`config.mk`:
```
export PLATFORM = sky130hd
export DESIGN_NAME = coef_ram_loader
export DESIGN_NICKNAME = d
export VERILOG_FILES = /design/src/rtl/coef_ram_loader.sv
export SDC_FILE = /design/constraint.sdc
export NUM_CORES = 1
export LEC_CHECK = 0
export BUFFER_PORTS_ARGS = -buffer_cell sky130_fd_sc_hd__buf_2
export CORE_MARGIN = 2
export CORE_UTILIZATION = 40
export CTS_CLUSTER_DIAMETER = 200
export DETAILED_ROUTE_END_ITERATION = 6
export GPL_TIMING_DRIVEN = 1
export PLACE_DENSITY_LB_ADDON = 0.05
export SLEW_MARGIN = 20
export SYNTH_ARGS = -nofsm -noshare
export SYNTH_HDL_FRONTEND = slang
export SYNTH_SLANG_ARGS = --single-unit
```
`constraint.sdc`:
```
create_clock -name clock -period 2.3 [get_ports clock]
set_input_delay 0.46 -clock clock [delete_from_list [all_inputs] [get_ports clock]]
set_output_delay 0.46 -clock clock [all_outputs]
set_load 0.1 [all_outputs]
```
`src/rtl/coef_ram_loader.sv`:
```
// coef_ram_loader: parses framed host bytes into coefficient RAM writes and
// DSP parameter updates, checking framing, length, checksum and byte timeout.
module coef_ram_loader #(
  parameter int         TIMEOUT_CYCLES = 1000000,
  parameter logic [3:0] NFREQ_RST      = 4'd0,
  parameter logic [4:0] NQUANT_RST     = 5'd18
) (
  input  logic       clock,
  input  logic       reset,
  input  logic [7:0] rx_data,
  input  logic       rx_valid,
  output logic [6:0] RAM_coefs_wr_addr,
  output logic [7:0] RAM_coefs_datain,
  output logic       RAM_coefs_wen,
  output logic [3:0] Nfreq,
  output logic [4:0] Nquant,
  output logic       busy,
  output logic       done,
  output logic       error,
  output logic [1:0] err_code
);

  localparam logic [2:0] IDLE = 3'd0;
  localparam logic [2:0] CMD  = 3'd1;
  localparam logic [2:0] LEN  = 3'd2;
  localparam logic [2:0] ADDR = 3'd3;
  localparam logic [2:0] DATA = 3'd4;
  localparam logic [2:0] PF   = 3'd5;
  localparam logic [2:0] PQ   = 3'd6;
  localparam logic [2:0] CSUM = 3'd7;

  localparam logic [7:0] SYNC_BYTE = 8'hA5;
  localparam logic [7:0] CMD_COEF  = 8'h01;
  localparam logic [7:0] CMD_PARAM = 8'h02;

  localparam logic [1:0] ERR_NONE    = 2'd0;
  localparam logic [1:0] ERR_CSUM    = 2'd1;
  localparam logic [1:0] ERR_FIELD   = 2'd2;
  localparam logic [1:0] ERR_TIMEOUT = 2'd3;

  localparam int              CNT_W    = $clog2(TIMEOUT_CYCLES + 1);
  localparam logic [CNT_W-1:0] CNT_LAST = CNT_W'(TIMEOUT_CYCLES - 1);

  logic [2:0]       r_state;
  logic [7:0]       r_xor;
  logic [7:0]       r_remain;
  logic [6:0]       r_ptr;
  logic [3:0]       r_fShadow;
  logic [4:0]       r_qShadow;
  logic             r_isParam;
  logic [CNT_W-1:0] r_toCnt;

  logic [6:0] r_wrAddr;
  logic [7:0] r_datain;
  logic       r_wen;
  logic [3:0] r_nfreq;
  logic [4:0] r_nquant;
  logic       r_busy;
  logic       r_done;
  logic       r_error;
  logic [1:0] r_errCode;

  logic w_timeout;
  logic w_lenOk;

  // A received byte always beats an expiring timer in the same cycle.
  assign w_timeout = (r_state != IDLE) && !rx_valid && (r_toCnt == CNT_LAST);
  // Lengths 1..128 are legal; 0 would be a zero-byte load.
  assign w_lenOk   = (rx_data != 8'd0) && (rx_data <= 8'd128);

  // Frame parser, timeout supervisor and all registered outputs.
  always_ff @(posedge clock) begin
    if (reset) begin
      r_state   <= IDLE;
      r_xor     <= 8'd0;
      r_remain  <= 8'd0;
      r_ptr     <= 7'd0;
      r_fShadow <= 4'd0;
      r_qShadow <= 5'd0;
      r_isParam <= 1'b0;
      r_toCnt   <= '0;
      r_wrAddr  <= 7'd0;
      r_datain  <= 8'd0;
      r_wen     <= 1'b0;
      r_nfreq   <= NFREQ_RST;
      r_nquant  <= NQUANT_RST;
      r_busy    <= 1'b0;
      r_done    <= 1'b0;
      r_error   <= 1'b0;
      r_errCode <= ERR_NONE;
    end else begin
      r_wen   <= 1'b0;
      r_done  <= 1'b0;
      r_error <= 1'b0;

      if (rx_valid || (r_state == IDLE)) begin
        r_toCnt <= '0;
      end else begin
        r_toCnt <= r_toCnt + CNT_W'(1);
      end

      if (w_timeout) begin
        r_error   <= 1'b1;
        r_errCode <= ERR_TIMEOUT;
        r_busy    <= 1'b0;
        r_state   <= IDLE;
      end else if (rx_valid) begin
        if ((r_state != IDLE) && (r_state != CSUM)) begin
          r_xor <= r_xor ^ rx_data;
        end
        case (r_state)
          IDLE: begin
            if (rx_data == SYNC_BYTE) begin
              r_state   <= CMD;
              r_busy    <= 1'b1;
              r_errCode <= ERR_NONE;
              r_xor     <= 8'd0;
            end
          end
          CMD: begin
            if (rx_data == CMD_COEF) begin
              r_isParam <= 1'b0;
              r_state   <= LEN;
            end else if (rx_data == CMD_PARAM) begin
              r_isParam <= 1'b1;
              r_state   <= PF;
            end else begin
              r_error   <= 1'b1;
              r_errCode <= ERR_FIELD;
              r_busy    <= 1'b0;
              r_state   <= IDLE;
            end
          end
          LEN: begin
            if (w_lenOk) begin
              r_remain <= rx_data;
              r_state  <= ADDR;
            end else begin
              r_error   <= 1'b1;
              r_errCode <= ERR_FIELD;
              r_busy    <= 1'b0;
              r_state   <= IDLE;
            end
          end
          ADDR: begin
            r_ptr   <= rx_data[6:0];
            r_state <= DATA;
          end
          DATA: begin
            r_wen    <= 1'b1;
            r_wrAddr <= r_ptr;
            r_datain <= rx_data;
            r_ptr    <= r_ptr + 7'd1;
            r_remain <= r_remain - 8'd1;
            if (r_remain == 8'd1) begin
              r_state <= CSUM;
            end
          end
          PF: begin
            r_fShadow <= rx_data[3:0];
            if (rx_data[7:4] == 4'd0) begin
              r_state <= PQ;
            end else begin
              r_error   <= 1'b1;
              r_errCode <= ERR_FIELD;
              r_busy    <= 1'b0;
              r_state   <= IDLE;
            end
          end
          PQ: begin
            r_qShadow <= rx_data[4:0];
            if (rx_data <= 8'd18) begin
              r_state <= CSUM;
            end else begin
              r_error   <= 1'b1;
              r_errCode <= ERR_FIELD;
              r_busy    <= 1'b0;
              r_state   <= IDLE;
            end
          end
          CSUM: begin
            r_busy  <= 1'b0;
            r_state <= IDLE;
            if (rx_data == r_xor) begin
              r_done <= 1'b1;
              if (r_isParam) begin
                r_nfreq  <= r_fShadow;
                r_nquant <= r_qShadow;
              end
            end else begin
              r_error   <= 1'b1;
              r_errCode <= ERR_CSUM;
            end
          end
          default: begin
            r_state <= IDLE;
            r_busy  <= 1'b0;
          end
        endcase
      end
    end
  end

  assign RAM_coefs_wr_addr = r_wrAddr;
  assign RAM_coefs_datain  = r_datain;
  assign RAM_coefs_wen     = r_wen;
  assign Nfreq             = r_nfreq;
  assign Nquant            = r_nquant;
  assign busy              = r_busy;
  assign done              = r_done;
  assign error             = r_error;
  assign err_code          = r_errCode;

endmodule

```
==> metrics.yaml, run 1 <==
synth.top_cell.area_share_pct: 41.8
worst-r2r-cell-count: 6
period_share_pct: 90.1
max-cap-violations: 0
grt_max_degree: 50
critical-path-max-stage-delay_ns: 0.42
postCtsSetupBuffers: 0
wire_per_inst_um: 14.9
antenna_cells: 0
routed_wl_mm: 10.2
cts_tree: "done"
worstPathArrival_ns: 2.37
clockBufferDepth: 2
crit_type: "reg2reg"
rsz0062_at_grt: "false"
setup_tns_ns: 0
grt_usage_pct: 19.3
yosysTopAreaCell: "dfxtp_1"
skew_ns: 0.0136
dp.cells: 669
antenna_found_initial: 0
ios: 41
cts_hold_buf: 0
synth_edf_count: 0
fmax_mhz: 482
status: "finished clean"
area_growth_pct: 16.3
hold_viol_final: 0
period_needed_ns: 2.07
place_area_um2: 4590
start_util_pct: 40.5
hold-path-cell-count: 2
worst_pin_slew_ns: 0.727
die_h_um: 106
whs_endpoint: "RAM_coefs_wr_addr[5]"
syn_nets: 509
dieWidth_um: 106
ys_ff_latch: 86
cp.required_ns: 2.60
viasPerCell: 5.22
ctsResizeCount: 0
setup_viol: 0
powerDensity_nw_per_um2: 607
ys_warn_count: 0
worstPathMaxFanout: 5
synth_top_flop_cell: "dfxtp_1"
grt_pass1_vias: 3342
cts.sinks: 86
final_common_cell: "dfxtp_1"
dieArea_um2: 11100
clk_latency_ns: 0.36
first_pass_iters: 7
r2r-start: "r_toCnt[8]"
numCtsBuffers: 9
place_ws_ns: 0.0250
grt_pass1_wl_mm: 17.1
n_fill_cell: 1049
setup_ws_ns: 0.227
syn_area_um2: 4120
fin_area_um2: 4800
max-vdd-ir-drop_mv: 0.255
yosysUniqueCellTypes: 58
cp-end-kind: "flop"
maxSlewViolCount: 0
relSlewSlack_pct: 51.5
synthCells: 494
hold_class: "reg2reg"
drive_gt1_share_pct: 18.6
first_iter_violations: 186
ys_seq_area_share_pct: 41.8
layoutNonFillerInstCount: 685
grt-ovfl-total: 0
rows: 37
hpwl_mm: 7.22
port_buffers: 40
htreeDepth: 3
vias: 3575
drc: 0
cts-root-buf: "clkbuf_8"
synth-async-reset-ratio_pct: 0
synth_area_leaders: "dfxtp_1 (42%), nand2_1 (6.6%), nor2_1 (5.9%), mux2i_1 (5.3%), a21oi_1 (4.4%)"
reg2reg_setup_slack_ns: 0.23
crit_chain: "nor4b_1, nand4_1, nor4_4, inv_1, a21boi_0, o311a_1"
leakage_uw: 0.00184
layout.nets: 559
gp_congestion: 0.858
layout_common_cells: "dfxtp_1 (86), nand2_1 (73), nor2_1 (64), buf_2 (40), a21oi_1 (36)"
start_kind: "flop"
path_clk_slew_ns: 0.09
core_um2: 10200
r2r-end: "err_code[1]"
drtAntennaViolNets: 0
slowest_stage: "nor4_4"
syn_avg_cell_area_um2: 8.35
final_util_pct: 47.1
hold_start: "RAM_coefs_wr_addr[5]"
startpoint: "r_toCnt[8]"
-- layer usage --
layer	track usage [%]	part of all wire [%]	vias to the layer above
met5	0	0	-
met1	27.5	50	1692
met4	5.64	1.2	0
met3	3.53	3.6	9
li1	-	-	1811
met2	29.8	45	63
-- critical path: cells and delay by family, from the launching register on --
kind,cells,cell delay (ns)
simple gates,3,1.04
compound gates,2,0.48
flops,1,0.36
buf+inv,1,0.14
-- sequential cells by signal (all words and copies together) (netlist names) --
register,flops
r_toCnt,20
RAM_coefs_datain,8
r_remain,8
r_xor,8
RAM_coefs_wr_addr,7
r_ptr,7
Nquant,5
r_qShadow,5
Nfreq,4
r_fShadow,4
r_state,3
err_code,2
RAM_coefs_wen,1
busy,1
done,1
error,1
r_isParam,1
-- report_power, final --
group | switching (uW) | internal [uW] | leakage (uW) | total, uW
sequential | 23.7 | 1510 | 0.000693 | 1530
clock | 568 | 537 | 0.000103 | 1110
combinational | 169 | 105 | 0.00105 | 275
total | 761 | 2150 | 0.00184 | 2910
-- final cells by class --
type	count	area (um^2)	area share (%)
Clock buffer	10	138	2.87
Clock inverter	6	68.8	1.43
Inverter	10	37.5	0.783
Multi-Input combinational cell	368	2230	46.5
Sequential cell	86	1720	35.9
Tap cell	136	170	3.55
Timing Repair Buffer	69	430	8.97
-- how the worst max path moves through the flow --
stage,to,slack [ns],depth (start not counted)
after floorplan,r_remain[1],0.13,8
after global placement,r_remain[1],0.04,7
after detailed placement,r_remain[1],0.02,7
after CTS,err_code[1],0.23,6
after global routing,err_code[1],0.07,6
final,err_code[1],0.23,6
-- synth_stat cells, types with 7 or more instances --
cell and n:
nor4_1 7, dfxtp_1 86, clkbuf_1 21, nor3_1 9
inv_1 9, mux2i_1 22, xnor2_1 14, a21oi_1 36
o21ai_0 19, nor2_1 65, nand3_1 18, xor2_1 16
nand2_1 73
-- kinds of logic (layout without fill, tap and decap cells) --
kind of cell | count (synthesis) | after routing | share of synthesized area (%)
fa+ha+maj | 4 | 4 | 1.21
xor+xnor | 30 | 30 | 6.37
flops | 86 | 86 | 41.8
simple gates | 212 | 212 | 24.7
compound gates | 100 | 100 | 16.2
buf+inv | 40 | 95 | 4.37
mux | 22 | 22 | 5.34
-- metrics by stage --
step | hold slack, ns | total power, uW
2_1_floorplan | 0.442 | 1750
3_3_place_gp | 0.442 | 1840
3_5_place_dp | 0.444 | 1840
4_1_cts | 0.457 | 2960
5_1_grt | 0.468 | 3060
6_report | 0.455 | 2910
Note: power is estimated with default switching activity, not from simulation.
==> run 2: changes to the inputs <==
--- a/config.mk
+++ b/config.mk
@@ -6,6 +6,7 @@
 export NUM_CORES = 1
 export LEC_CHECK = 0
 export BUFFER_PORTS_ARGS = -buffer_cell sky130_fd_sc_hd__buf_2
+export CORE_ASPECT_RATIO = 1.75
 export CORE_MARGIN = 2
 export CORE_UTILIZATION = 40
 export CTS_CLUSTER_DIAMETER = 200
==> metrics.yaml, run 2 (synthesis results as in run 1) <==
cts-root-buf: "clkbuf_16"
antenna_cells: 0  # unchanged
place_ws_ns: 0.00853  # -0.0164 ns
cp.required_ns: 2.57  # -0.03 ns
core_um2: 10200  # about the same
reg2reg_setup_slack_ns: 0.28  # +0.06 ns
wire_per_inst_um: 16.1  # +7.8%
setup_viol: 0  # unchanged
port_buffers: 40  # unchanged
hold-path-cell-count: 2  # unchanged
dieWidth_um: 80.7  # -23%
gp_congestion: 0.880  # +2.6%
fmax_mhz: 496  # +2.7%
layout.nets: 560  # +0.18%
status: "finished clean"
setup_tns_ns: 0  # unchanged
path_clk_slew_ns: 0.07  # -0.02 ns
hold_class: "reg2reg"
cts_hold_buf: 0  # unchanged
period_needed_ns: 2.02  # -0.0554 ns
period_share_pct: 87.7  # -2.4 points
top_register: "r_toCnt"
clockBufferDepth: 2  # unchanged
htreeDepth: 3  # unchanged
dieArea_um2: 11200  # +0.29%
final_common_cell: "dfxtp_1"
crit_end: "RAM_coefs_wr_addr[1]"
maxSlewViolCount: 0  # unchanged
layout_common_cells: "dfxtp_1 (86), nand2_1 (73), nor2_1 (65), buf_2 (40), a21oi_1 (36)"
start_util_pct: 40.5  # about the same
vias: 3642  # +1.9%
routed_wl_mm: 10.9  # +6.5%
hpwl_mm: 8.06  # +12%
drc: 0  # unchanged
startpoint: "r_state[0]"
antenna_found_initial: 0  # unchanged
grt_max_degree: 50  # unchanged
cts.sinks: 86  # unchanged
clk_latency_ns: 0.34  # -0.02 ns
area_growth_pct: 18.8
skew_ns: 0.00792  # -0.00571 ns
worstPathMaxFanout: 15  # +10
r2r-end: "RAM_coefs_wr_addr[1]"
leakage_uw: 0.00190  # +3.0%
grt_most_used_layer: "met2"
cts_tree: "done"
rsz0062_at_grt: "false"
grt_usage_pct: 21.0  # +1.7 points
grt_pass1_vias: 3669  # +9.8%
postCtsSetupBuffers: 0  # unchanged
grt-ovfl-total: 0  # unchanged
worstPathArrival_ns: 2.28  # -0.09 ns
numCtsBuffers: 9  # unchanged
largest_reg_flops: 20  # unchanged
first_iter_violations: 207  # +11%
max-vdd-ir-drop_mv: 0.389  # +53%
n_fill_cell: 1064  # +1.4%
hold_viol_final: 0  # unchanged
drive_gt1_share_pct: 18.5  # -0.034 points
setup_ws_ns: 0.283  # +0.0554 ns
start_kind: "flop"
die_h_um: 138  # +31%
grt.met1_usage_pct: 23.7  # -3.8 points
cp-end-kind: "flop"
use_met2_pct: 36.7  # +6.9 points
r2r-start: "r_state[0]"
first_pass_iters: 4  # -3
grt_pass1_wl_mm: 18.2  # +6.6%
max-cap-violations: 0  # unchanged
ctsResizeCount: 0  # unchanged
worst_pin_slew_ns: 1.05  # +0.325 ns
relSlewSlack_pct: 29.6  # -22 points
worst-r2r-cell-count: 6  # unchanged
drtAntennaViolNets: 0  # unchanged
powerDensity_nw_per_um2: 699  # +15%
crit_type: "reg2reg"
rows: 49  # +32%
use_met3_pct: 3.52  # about the same
viasPerCell: 5.38  # +3.1%
ios: 41  # unchanged
==> run 2: changes by cell type in the layout (fill, tap and decap cells not counted) <==
cell / change
nor2_1: +1
clkinv_2: -1
nor2_2: -1
clkbuf_16: +9
buf_4: +2
buf_12: -1
bufinv_16: +1
inv_6: +3
clkbuf_8: -10
clkinv_4: -2
==> run 2: cell type report <==
class	count	area, um^2	area share [%]
tap	127	159	3.24
sequential	86	1720	35.1
timing repair buffer	70	425	8.68
clock inverter	7	103	2.09
clock buffer	9	225	4.60
inverter	10	37.5	0.766
multi-input combinational	368	2230	45.5
==> run 2: worst min-delay path by stage <==
stage                                to  slack (ns)                start
finish              RAM_coefs_datain[4]        0.45  RAM_coefs_datain[4]
detailed placement  RAM_coefs_datain[5]        0.44  RAM_coefs_datain[5]
global route        RAM_coefs_datain[5]        0.47  RAM_coefs_datain[5]
global placement    RAM_coefs_datain[2]        0.44  RAM_coefs_datain[2]
CTS                 RAM_coefs_datain[5]        0.45  RAM_coefs_datain[5]
floorplan                    r_toCnt[0]        0.44           r_toCnt[0]
==> run 2: worst max-delay path: stages (launching register included) <==
cell     delay, ns
dfxtp_1       0.35
buf_4         0.18
nor2_1        0.17
nand2_1       0.11
nor2_1        0.82
nand2_1       0.16
a21oi_1       0.15
==> run 2: report_power, final <==
group          leakage [uW]  internal (uW)  total [uW]  switching [uW]
Clock              0.000157            968        1610             644
Combinational       0.00105            105         284             179
Sequential         0.000693           1510        1530            19.8
Total               0.00190           2580        3420             843
==> run 2: per-layer routing <==
metal  wire [um]  up-vias
met5           0        -
met4         480        0
met3         348       31
met2        5810       80
met1        4270     1718
li1            -     1813
==> run 2: stage by stage <==
stage	cell area [um^2]	power (uW)	util, %	cells	hold WS (ns)
floorplan	4120	1750	-	494	0.442
global placement	4570	1850	44.9	661	0.439
detailed placement	4570	1850	44.9	661	0.444
CTS	4900	3470	48.1	677	0.453
global route	4900	3560	48.1	677	0.471
finish	4900	3420	48.1	677	0.453
==> run 3: changes to the inputs <==
--- a/config.mk
+++ b/config.mk
@@ -12,7 +12,7 @@
 export CTS_CLUSTER_DIAMETER = 200
 export DETAILED_ROUTE_END_ITERATION = 6
 export GPL_TIMING_DRIVEN = 1
-export PLACE_DENSITY_LB_ADDON = 0.05
+export PLACE_DENSITY = 0.69
 export SLEW_MARGIN = 20
 export SYNTH_ARGS = -nofsm -noshare
 export SYNTH_HDL_FRONTEND = slang
==> metrics.yaml, run 3 (synthesis results as in run 1) <==
status: "finished clean"
leakage_uw: 0.00189  # -0.74%
period_share_pct: 88.7  # +0.97 points
clk_latency_ns: 0.34  # about the same
cp-end-kind: "flop"
ctsResizeCount: 0  # unchanged
cts-root-buf: "clkbuf_16"
cp.required_ns: 2.51  # -0.06 ns
max-cap-violations: 0  # unchanged
worst-r2r-cell-count: 6  # unchanged
critical-path-max-stage-delay_ns: 0.49  # -0.33 ns
setup_viol: 0  # unchanged
layoutNonFillerInstCount: 673  # -0.59%
maxSlewViolCount: 0  # unchanged
top_register: "r_toCnt"
dp.cells: 657  # -0.61%
dieWidth_um: 80.7  # unchanged
drive_gt1_share_pct: 17.9  # -0.60 points
core_um2: 10200  # unchanged
port_buffers: 40  # unchanged
gp_congestion: 1.02  # +16%
ios: 41  # unchanged
vias: 3654  # +0.33%
critPathTopFamily: "compound AO/OA/AOI/OAI gates"
path_clk_slew_ns: 0.06  # about the same
antenna_found_initial: 0  # unchanged
seqCellArea_um2: 1720  # unchanged
fmax_mhz: 490  # -1.1%
r2r-end: "r_ptr[4]"
drtAntennaViolNets: 0  # unchanged
n_fill_cell: 1015  # -4.6%
die_h_um: 138  # unchanged
final_common_cell: "dfxtp_1"
hpwl_mm: 7.54  # -6.5%
period_needed_ns: 2.04  # +0.0224 ns
worstPathArrival_ns: 2.25  # -0.03 ns
critPathBufInv: 1  # unchanged
clockBufferDepth: 2  # unchanged
layout_common_cells: "dfxtp_1 (86), nand2_1 (73), nor2_1 (65), buf_2 (40), a21oi_1 (36)"
htreeDepth: 3  # unchanged
relSlewSlack_pct: 36.2  # +6.6 points
hold-path-cell-count: 2  # unchanged
max-vdd-ir-drop_mv: 0.698  # +80%
p_total_uw: 3410  # -0.45%
start_kind: "flop"
antenna_cells: 0  # unchanged
postCtsSetupBuffers: 0  # unchanged
first_pass_iters: 4  # unchanged
wire_per_inst_um: 15.2  # -5.4%
crit_type: "reg2reg"
worst_pin_slew_ns: 0.954  # -0.0986 ns
multi_input_comb_area_um2: 2230  # unchanged
whs_endpoint: "RAM_coefs_datain[1]"
rsz0062_at_grt: "false"
place_area_um2: 4540  # -0.66%
r2r-start: "r_state[1]"
hold_viol_final: 0  # unchanged
grt_pass1_wl_mm: 16.7  # -8.3%
skew_ns: 0.00636  # -0.00156 ns
worstPathMaxFanout: 10  # -5
largest_reg_flops: 20  # unchanged
routed_wl_mm: 10.3  # -5.9%
setup_tns_ns: 0  # unchanged
powerDensity_nw_per_um2: 700  # +0.11%
start_util_pct: 40.5  # unchanged
cts_tree: "done"
layout.nets: 556  # -0.71%
hold_start: "RAM_coefs_datain[1]"
hold_class: "reg2reg"
rows: 49  # unchanged
grt_usage_pct: 18.9  # -2.1 points
cts_hold_buf: 0  # unchanged
drc: 0  # unchanged
final_util_pct: 47.9  # -0.27 points
slowest_stage: "dfxtp_1"
grt_pass1_vias: 3598  # -1.9%
grt_max_degree: 50  # unchanged
grt-ovfl-total: 0  # unchanged
reg2reg_setup_slack_ns: 0.26  # -0.02 ns
cts.sinks: 86  # unchanged
first_iter_violations: 188  # -9.2%
area_growth_pct: 18.1
crit_chain: "inv_1, or3_1, a21oi_2, o21ai_0, a22oi_1, nor2_1"
fin_area_um2: 4870  # -0.56%
numCtsBuffers: 9  # unchanged
viasPerCell: 5.43  # +0.93%
dieArea_um2: 11200  # unchanged
## run 3: cell types whose count changed in the layout (fill, tap and decap cells not counted)
cell,previous run,this run
buf_4,30,26
clkbuf_8,0,1
clkinv_2,0,1
clkinvlp_4,1,0
inv_6,4,3
## run 3: per-layer routing
layer,up-vias,track usage (%),wire (um)
met2,94,33.4,5490
li1,1816,-,-
met4,0,9.01,308
met5,-,0,0
met3,22,3.00,403
met1,1722,21.6,4060
## run 3: report_power, final
part	total, uW	switching [uW]	leakage [uW]	internal, uW
Sequential	1530	23.1	0.000693	1510
Clock	1600	605	0.000164	990
Combinational	281	178	0.00103	103
## run 3: final cells by class
type	instances	share of cell area [%]
Tap cell	127	3.26
Clock inverter	6	1.88
Timing Repair Buffer	66	8.12
Multi-Input combinational cell	368	45.7
Clock buffer	10	4.91
Sequential cell	86	35.3
Inverter	10	0.771
## run 3: metrics by stage
stage	hold WS [ns]	setup slack, ns
detailed placement	0.444	0.0503
finish	0.451	0.260
CTS	0.453	0.287
global route	0.471	0.0731
floorplan	0.442	0.134
global placement	0.441	0.0598
## run 3: worst max path at each step
stage                     from          end  slack (ns)  cells after the start
floorplan           rx_data[5]  r_remain[1]        0.13                      8
global placement    rx_data[3]  r_remain[1]        0.06                      7
detailed placement  rx_data[3]  r_remain[1]        0.05                      7
CTS                 r_state[1]     r_ptr[4]        0.29                      6
global route        r_state[1]     r_ptr[2]        0.07                      6
finish              r_state[1]     r_ptr[4]        0.26                      6
## run 3: worst register-to-register path, cell delays in order, from the launching register on
cell and delay (ns):
dfxtp_1 0.49, inv_1 0.18, or3_1 0.45, a21oi_2 0.39, o21ai_0 0.16, a22oi_1 0.19, nor2_1 0.06
